[config.mk]
export PLATFORM = sky130hd
export DESIGN_NAME = cp_id_stage_fwd
export DESIGN_NICKNAME = d
export VERILOG_FILES = /design/src/rtl/cp_pkg.sv /design/src/rtl/cp_skid_buffer.sv /design/src/rtl/cp_id_stage_fwd.sv
export SDC_FILE = /design/constraint.sdc
export NUM_CORES = 1
export LEC_CHECK = 0
export CAP_MARGIN = 30
export CORE_UTILIZATION = 38
export DETAILED_ROUTE_END_ITERATION = 10
export PLACE_DENSITY = 0.8
export SLEW_MARGIN = 40
export SYNTH_ARGS = -nofsm -noshare
export SYNTH_HDL_FRONTEND = slang
export SYNTH_SLANG_ARGS = --single-unit
export TNS_END_PERCENT = 30
[constraint.sdc]
create_clock -name clk -period 2.85 [get_ports clk]
set_clock_uncertainty 0.2 [all_clocks]
set_input_delay 0.4275 -clock clk [delete_from_list [all_inputs] [get_ports clk]]
set_output_delay 0.4275 -clock clk [all_outputs]
set_load 0.1 [all_outputs]
[src/rtl/cp_pkg.sv]
// Shared RV32I decode constants, byte-enable encodings and the ID->EX register payload.
// Pure declarations; no timing or flow-control behaviour of its own.
package cp_pkg;

    localparam logic [6:0] OP     = 7'b0110011;
    localparam logic [6:0] OP_IMM = 7'b0010011;
    localparam logic [6:0] LOAD   = 7'b0000011;
    localparam logic [6:0] STORE  = 7'b0100011;
    localparam logic [6:0] BRANCH = 7'b1100011;
    localparam logic [6:0] LUI    = 7'b0110111;
    localparam logic [6:0] AUIPC  = 7'b0010111;
    localparam logic [6:0] JAL    = 7'b1101111;
    localparam logic [6:0] JALR   = 7'b1100111;
    localparam logic [6:0] SYSTEM = 7'b1110011;

    localparam logic [2:0] F3_B  = 3'd0;
    localparam logic [2:0] F3_H  = 3'd1;
    localparam logic [2:0] F3_W  = 3'd2;
    localparam logic [2:0] F3_BU = 3'd4;
    localparam logic [2:0] F3_HU = 3'd5;

    localparam logic [3:0] BE_NONE = 4'b0000;
    localparam logic [3:0] BE_B    = 4'b0001;
    localparam logic [3:0] BE_H    = 4'b0011;
    localparam logic [3:0] BE_W    = 4'b1111;

    typedef struct packed {
        logic [4:0] rd;
        logic [2:0] func3;
        logic [6:0] func7;
        logic [6:0] opcode;
        logic       rd_we;
        logic       dmem_we;
        logic [3:0] ld_be;
        logic [3:0] st_be;
        logic       illegal;
    } id_ex_t;

    function automatic logic [3:0] be_of_f3(input logic [2:0] f3);
        case (f3)
            F3_B, F3_BU: return BE_B;
            F3_H, F3_HU: return BE_H;
            F3_W:        return BE_W;
            default:     return BE_NONE;
        endcase
    endfunction

endpackage

[src/rtl/cp_skid_buffer.sv]
// One-entry skid: parks a beat that arrived but was not taken downstream the same cycle.
// Zero latency when empty; in_rdy is the inverted full flop, so upstream stalls one cycle after a park.
module cp_skid_buffer #(
    parameter int W = 32
) (
    input  logic         clk,
    input  logic         rst,
    input  logic         flush,
    input  logic         in_vld,
    input  logic [W-1:0] in_dat,
    output logic         in_rdy,
    output logic         out_vld,
    output logic [W-1:0] out_dat,
    input  logic         out_rdy
);

    logic         full;
    logic [W-1:0] skid_dat;

    assign in_rdy  = ~full;
    assign out_vld = full | in_vld;
    assign out_dat = full ? skid_dat : in_dat;

    always_ff @(posedge clk) begin
        if (rst) begin
            full     <= 1'b0;
            skid_dat <= '0;
        end else if (flush) begin
            full <= 1'b0;
        end else if (full) begin
            if (out_rdy) full <= 1'b0;
        end else if (in_vld && !out_rdy) begin
            full     <= 1'b1;
            skid_dat <= in_dat;
        end
    end

endmodule

[src/rtl/cp_id_stage_fwd.sv]
// RV32I decode with immediates, EX/WB forwarding, load-use interlock and the ID->EX register.
// One cycle IF->EX; a load-use hit inserts a bubble and holds the source, EX stall holds everything.
module cp_id_stage_fwd
    import cp_pkg::*;
#(
    parameter int XLEN    = 32,
    parameter int SKID_EN = 1,
    parameter int FWD_EN  = 1
) (
    input  logic            clk,
    input  logic            rst,
    input  logic [31:0]     instr_data_if_i,
    input  logic            instr_valid_if_i,
    output logic            instr_ready_if_o,
    input  logic            flush_i,
    input  logic            ready_ex_i,
    output logic            valid_ex_o,
    output logic [XLEN-1:0] rs1_data_ex_o,
    output logic [XLEN-1:0] rs2_data_ex_o,
    output logic [4:0]      rd_addr_ex_o,
    output logic [2:0]      func3_ex_o,
    output logic [6:0]      func7_ex_o,
    output logic [6:0]      opcode_ex_o,
    output logic [XLEN-1:0] imm_ex_o,
    output logic            rd_we_ex_o,
    output logic            dmem_we_ex_o,
    output logic [3:0]      ld_be_ex_o,
    output logic [3:0]      st_be_ex_o,
    output logic            illegal_ex_o,
    output logic [4:0]      rs1_addr_rf_o,
    output logic [4:0]      rs2_addr_rf_o,
    input  logic [XLEN-1:0] rs1_data_rf_i,
    input  logic [XLEN-1:0] rs2_data_rf_i,
    input  logic            ex_fwd_valid_i,
    input  logic [4:0]      ex_fwd_addr_i,
    input  logic [XLEN-1:0] ex_fwd_data_i,
    input  logic            wb_fwd_valid_i,
    input  logic [4:0]      wb_fwd_addr_i,
    input  logic [XLEN-1:0] wb_fwd_data_i
);

    logic [31:0]     src_instr;
    logic            src_valid;
    logic            cke;
    logic            hazard;
    logic            consume;
    id_ex_t          dec;
    id_ex_t          ex_q;
    logic            valid_q;
    logic [31:0]     imm32;
    logic [XLEN-1:0] rs1_q, rs2_q, imm_q;
    logic [XLEN-1:0] rs1_fwd, rs2_fwd;
    logic            rs1_used, rs2_used;
    logic [4:0]      rs1, rs2;

    assign cke     = ~valid_q | ready_ex_i;
    assign consume = cke & src_valid & ~hazard;

    generate
        if (SKID_EN != 0) begin : g_skid
            cp_skid_buffer #(.W(32)) u_skid (
                .clk     (clk),
                .rst     (rst),
                .flush   (flush_i),
                .in_vld  (instr_valid_if_i),
                .in_dat  (instr_data_if_i),
                .in_rdy  (instr_ready_if_o),
                .out_vld (src_valid),
                .out_dat (src_instr),
                .out_rdy (consume)
            );
        end else begin : g_no_skid
            assign src_valid        = instr_valid_if_i;
            assign src_instr        = instr_data_if_i;
            assign instr_ready_if_o = cke & ~hazard;
        end
    endgenerate

    assign rs1           = src_instr[19:15];
    assign rs2           = src_instr[24:20];
    assign rs1_addr_rf_o = rs1;
    assign rs2_addr_rf_o = rs2;

    always_comb begin
        dec         = '0;
        imm32       = '0;
        rs1_used    = 1'b1;
        rs2_used    = 1'b0;
        dec.opcode  = src_instr[6:0];
        dec.rd      = src_instr[11:7];
        dec.func3   = src_instr[14:12];
        dec.func7   = src_instr[31:25];
        case (src_instr[6:0])
            OP: begin
                dec.rd_we = 1'b1;
                rs2_used  = 1'b1;
            end
            OP_IMM, JALR: begin
                dec.rd_we = 1'b1;
                imm32     = {{20{src_instr[31]}}, src_instr[31:20]};
            end
            LOAD: begin
                dec.rd_we = 1'b1;
                dec.ld_be = be_of_f3(src_instr[14:12]);
                imm32     = {{20{src_instr[31]}}, src_instr[31:20]};
            end
            STORE: begin
                dec.dmem_we = 1'b1;
                dec.st_be   = be_of_f3(src_instr[14:12]);
                rs2_used    = 1'b1;
                imm32       = {{20{src_instr[31]}}, src_instr[31:25], src_instr[11:7]};
            end
            BRANCH: begin
                rs2_used = 1'b1;
                imm32    = {{19{src_instr[31]}}, src_instr[31], src_instr[7],
                            src_instr[30:25], src_instr[11:8], 1'b0};
            end
            LUI, AUIPC: begin
                dec.rd_we = 1'b1;
                rs1_used  = 1'b0;
                imm32     = {src_instr[31:12], 12'b0};
            end
            JAL: begin
                dec.rd_we = 1'b1;
                rs1_used  = 1'b0;
                imm32     = {{11{src_instr[31]}}, src_instr[31], src_instr[19:12],
                             src_instr[20], src_instr[30:21], 1'b0};
            end
            SYSTEM: begin
                imm32 = {{20{src_instr[31]}}, src_instr[31:20]};
            end
            default: dec.illegal = 1'b1;
        endcase
    end

    function automatic logic [XLEN-1:0] resolve(
        input logic [4:0]      addr,
        input logic [XLEN-1:0] rf_dat,
        input logic            exv,
        input logic [4:0]      exa,
        input logic [XLEN-1:0] exd,
        input logic            wbv,
        input logic [4:0]      wba,
        input logic [XLEN-1:0] wbd
    );
        logic [XLEN-1:0] r;
        r = rf_dat;
        if (FWD_EN != 0) begin
            if (addr == 5'd0)                  r = '0;
            else if (exv && (exa == addr))     r = exd;
            else if (wbv && (wba == addr))     r = wbd;
        end
        return r;
    endfunction

    assign rs1_fwd = resolve(rs1, rs1_data_rf_i, ex_fwd_valid_i, ex_fwd_addr_i, ex_fwd_data_i,
                             wb_fwd_valid_i, wb_fwd_addr_i, wb_fwd_data_i);
    assign rs2_fwd = resolve(rs2, rs2_data_rf_i, ex_fwd_valid_i, ex_fwd_addr_i, ex_fwd_data_i,
                             wb_fwd_valid_i, wb_fwd_addr_i, wb_fwd_data_i);

    // Without forwarding, any producer still in EX or WB must retire before a dependent issues.
    logic ex_live, ex_hit, wb_hit;
    assign ex_live = valid_q & ex_q.rd_we & (ex_q.rd != 5'd0);
    assign ex_hit  = (rs1_used & (rs1 == ex_q.rd)) | (rs2_used & (rs2 == ex_q.rd));
    assign wb_hit  = wb_fwd_valid_i & (wb_fwd_addr_i != 5'd0) &
                     ((rs1_used & (rs1 == wb_fwd_addr_i)) | (rs2_used & (rs2 == wb_fwd_addr_i)));
    assign hazard  = (ex_live & ex_hit & ((ex_q.opcode == LOAD) | (FWD_EN == 0)))
                   | ((FWD_EN == 0) & wb_hit);

    always_ff @(posedge clk) begin
        if (rst) begin
            valid_q <= 1'b0;
            ex_q    <= '0;
            rs1_q   <= '0;
            rs2_q   <= '0;
            imm_q   <= '0;
        end else if (flush_i) begin
            valid_q      <= 1'b0;
            ex_q.rd_we   <= 1'b0;
            ex_q.dmem_we <= 1'b0;
        end else if (cke) begin
            if (src_valid && !hazard) begin
                valid_q <= 1'b1;
                ex_q    <= dec;
                rs1_q   <= rs1_fwd;
                rs2_q   <= rs2_fwd;
                imm_q   <= XLEN'($signed(imm32));
            end else begin
                valid_q      <= 1'b0;
                ex_q.rd_we   <= 1'b0;
                ex_q.dmem_we <= 1'b0;
            end
        end
    end

    assign valid_ex_o    = valid_q;
    assign rs1_data_ex_o = rs1_q;
    assign rs2_data_ex_o = rs2_q;
    assign imm_ex_o      = imm_q;
    assign rd_addr_ex_o  = ex_q.rd;
    assign func3_ex_o    = ex_q.func3;
    assign func7_ex_o    = ex_q.func7;
    assign opcode_ex_o   = ex_q.opcode;
    assign rd_we_ex_o    = ex_q.rd_we;
    assign dmem_we_ex_o  = ex_q.dmem_we;
    assign ld_be_ex_o    = ex_q.ld_be;
    assign st_be_ex_o    = ex_q.st_be;
    assign illegal_ex_o  = ex_q.illegal;

endmodule
==> results.cfg <==
[run]
cap_violations = 0

[cells_and_area]
drive_above_1_share_pct = 25.7
final_util_pct = 59.6
syn_to_final_growth_pct = 54.1
final_cells = 1789
fillers = 2072
multi_input_area_um2 = 5730
seq_area_um2 = 3230
final_nets = 1628

[route]
vias = 9631
avgRoutedWirePerCell_um = 19.6
ant_nets = 0
drc = 0
drt-initial-drc-count = 578
detail_route.vias_per_cell = 5.38
drt_wl_total_um = 35100
first_pass_iters = 6

[place]
dp.cells = 1730
place_congestion = 0.942
dp_slack_ps = -472
hpwl_um = 25400
io_buffers = 317

[clock_tree]
clk_pin_slew_worst_paths_ps = 70
cts_made_buffers = 17
cts.sinks = 161
htreeDepth = 4
clk_path_buf_depth = 2
cts_tree = yes
clk_root_buffer_cell = clkbuf_16
worstSkewPairLatency_ps = 430
postCtsHoldBufs = 0

[synthesis]
ys_seq_elements = 161
syn_nets = 1244
yosys-top-cells-area = dfxtp_1 (34%), mux2i_1 (14%), nand2b_1 (8.8%)
synth_edf_count = 0
synth.top_cell.area_share_pct = 34.2
syn_inst = 1067
synth_ff_type = dfxtp_1
synth_area_per_cell_um2 = 8.82
ys_seq_area_share_pct = 34.2
yosys-top-cells-count = dfxtp_1 (161), nand2b_1 (133), mux2i_1 (132)
synth.most_common_cell = dfxtp_1
yosysWarnings = 0
synth_top_cell_by_area = dfxtp_1
synth_cell_types = 57
syn_area_um2 = 9410
ys_async_sr_fraction_pct = 0

[power_and_ir_drop]
internal-power_mw = 4.40
clkPwrFrac_pct = 34.5
p_leak_nw = 5.99
switching_share_pct = 36.1
p_sw_mw = 2.48
pwr-share-comb_pct = 30.0
p_per_area_nw_per_um2 = 474
pwr-share-seq_pct = 35.4
peakVddDrop_v = 0.000422

[setup_path]
max_stage_delay_ps = 410
crit_type = flop to output pin
r2r_start = g_skid.u_skid.full
path_cells = buf_12, buf_8, mux2i_4, buf_4, buf_4, buf_4, clkinvlp_4, buf_4, buf_12
end_kind = output pin
cpLargestDelayFamily = buffers and inverters
cp.buffers_inverters = 8
path_depth = 9
reg2reg_to = rs2_data_ex_o[9]
arrival_ps = 2250
worstPathRequired_ps = 2220
path_common_cell = buf_4
startpoint = g_skid.u_skid.full
ff2ff_path_depth = 9
cpMaxStageDelayCell = dfxtp_4
reg2reg_slack_ps = -30
crit_path_end = rs2_addr_rf_o[0]
critPathMaxFanout = 7
start_kind = flop

[die]
die_area_um2 = 25400
start_util_pct = 38.7
dieHeight_um = 159
dieWidth_um = 159
io_pins = 318
num_rows = 57
core_um2 = 24300

[sta]
max_slew_margin_pct = 55.4
setup_viol = 23
layout_min_cycle_time_ps = 2880
timing.final.crit_share_pct = 101
tns_ps = -266
setup_ws_ps = -27.8
hold_viol = 0
slew_viol_final = 0
clock.fmax_mhz = 347
worst_pin_slew_ps = 669
rsz0062_at_grt = true

[global_route]
antenna_found_initial = 3
grt_pass1_wl_um = 52600
grt_max_degree = 75
grt_pass1_vias = 9315
grt.total_usage_pct = 26.3
overflow = 0

[outcome]
status = finished with violations
violations = negative setup slack

[hold_path]
hp-class = flop to flop
## layout by cell type (no fill, tap or decap), types with 13 or more instances in the layout
master,synthesis,routed
a21oi_1,100,98
buf_12,0,29
o21ai_0,68,65
clkdlybuf4s50_1,0,174
a221o_1,29,29
buf_4,9,242
inv_1,45,44
nand2b_1,133,133
clkbuf_16,0,23
dfxtp_1,161,160
nand2_1,43,43
a211oi_1,16,15
xnor2_1,22,22
nor2b_1,33,32
mux2_1,33,28
mux2i_1,132,129
nor2_1,34,32
nand3_1,14,13
## through the flow
stage | power, mW | hold slack [ps] | cell area [um2]
floorplan | 3.72 | 252 | 9430
global placement | 4.45 | 260 | 13400
detailed placement | 4.47 | 262 | 13400
CTS | 6.84 | 278 | 14100
global route | 7.09 | 293 | 14500
finish | 6.87 | 274 | 14500
## power groups by stage
stage          clock, mW  sequential (mW)  combinational [mW]
2_1_floorplan          0             3.08               0.637
3_3_place_gp           0             2.48                1.97
3_5_place_dp           0             2.48                1.99
4_1_cts             2.40             2.43                2.01
5_1_grt             2.49             2.45                2.16
6_report            2.37             2.44                2.06
## per-layer routing
layer / up-vias / global-route usage [%] / routed length (um)
met1: 4598 / 30.9 / 13900
met5: - / 0 / 26
met2: 433 / 45.8 / 17400
met3: 68 / 6.62 / 2620
li1: 4528 / - / -
met4: 4 / 10.5 / 1130
## worst min-delay path by stage
| stage | startpoint | to | slack [ps] | cells past startpoint |
|---|---|---|---|---|
| 2_1_floorplan | g_skid.u_skid.skid_dat[10] | g_skid.u_skid.skid_dat[10] | 250 | 2 |
| 3_3_place_gp | g_skid.u_skid.skid_dat[10] | g_skid.u_skid.skid_dat[10] | 260 | 2 |
| 3_5_place_dp | imm_ex_o[14] | imm_ex_o[14] | 260 | 2 |
| 4_1_cts | imm_ex_o[11] | imm_ex_o[11] | 280 | 2 |
| 5_1_grt | rs1_data_ex_o[18] | rs1_data_ex_o[18] | 290 | 2 |
| 6_report | rs1_data_ex_o[21] | rs1_data_ex_o[21] | 270 | 2 |
## flip-flops by register name, summed over array words and instances, names as in the netlist, 3 cells and up
name	flops
func3_ex_o	3
imm_ex_o	32
opcode_ex_o	7
st_be_ex_o	3
rs1_data_ex_o	32
ld_be_ex_o	3
rs2_data_ex_o	32
func7_ex_o	7
rd_addr_ex_o	5
g_skid.u_skid.skid_dat	32
## cells by family (layout without fill, tap and decap cells)
kind of cell / Yosys count / count (layout) / synth area share (%)
flops: 161 / 161 / 34.2
xor+xnor: 30 / 30 / 2.79
mux: 183 / 183 / 20.7
compound gates: 253 / 253 / 17.3
other cells: 0 / 1 / 0
buf+inv: 138 / 535 / 6.99
simple gates: 302 / 302 / 17.9
## what timing repair did
item,in CTS,in global routing
endpoints found under the hold margin,0,0
setup buffers,6,14
cloned,0,6
pin swaps,2,8
endpoints found under the setup margin,94,147
gates resized for setup,7,34
## tightest hold or removal path: cells and delay by family (launching register included)
family | cells | cell delay (ps)
simple gates | 1 | 60
flops | 1 | 310
mux | 1 | 60
## area by class of cell
| class | instances | share of cell area, % |
|---|---|---|
| tap | 324 | 2.80 |
| inverter | 46 | 1.22 |
| multi-input combinational | 768 | 39.5 |
| timing repair buffer | 457 | 30.1 |
| clock inverter | 15 | 1.18 |
| sequential | 161 | 22.3 |
| antenna | 1 | 0.0173 |
| clock buffer | 17 | 2.93 |
Note: power is estimated with default switching activity, not from simulation.
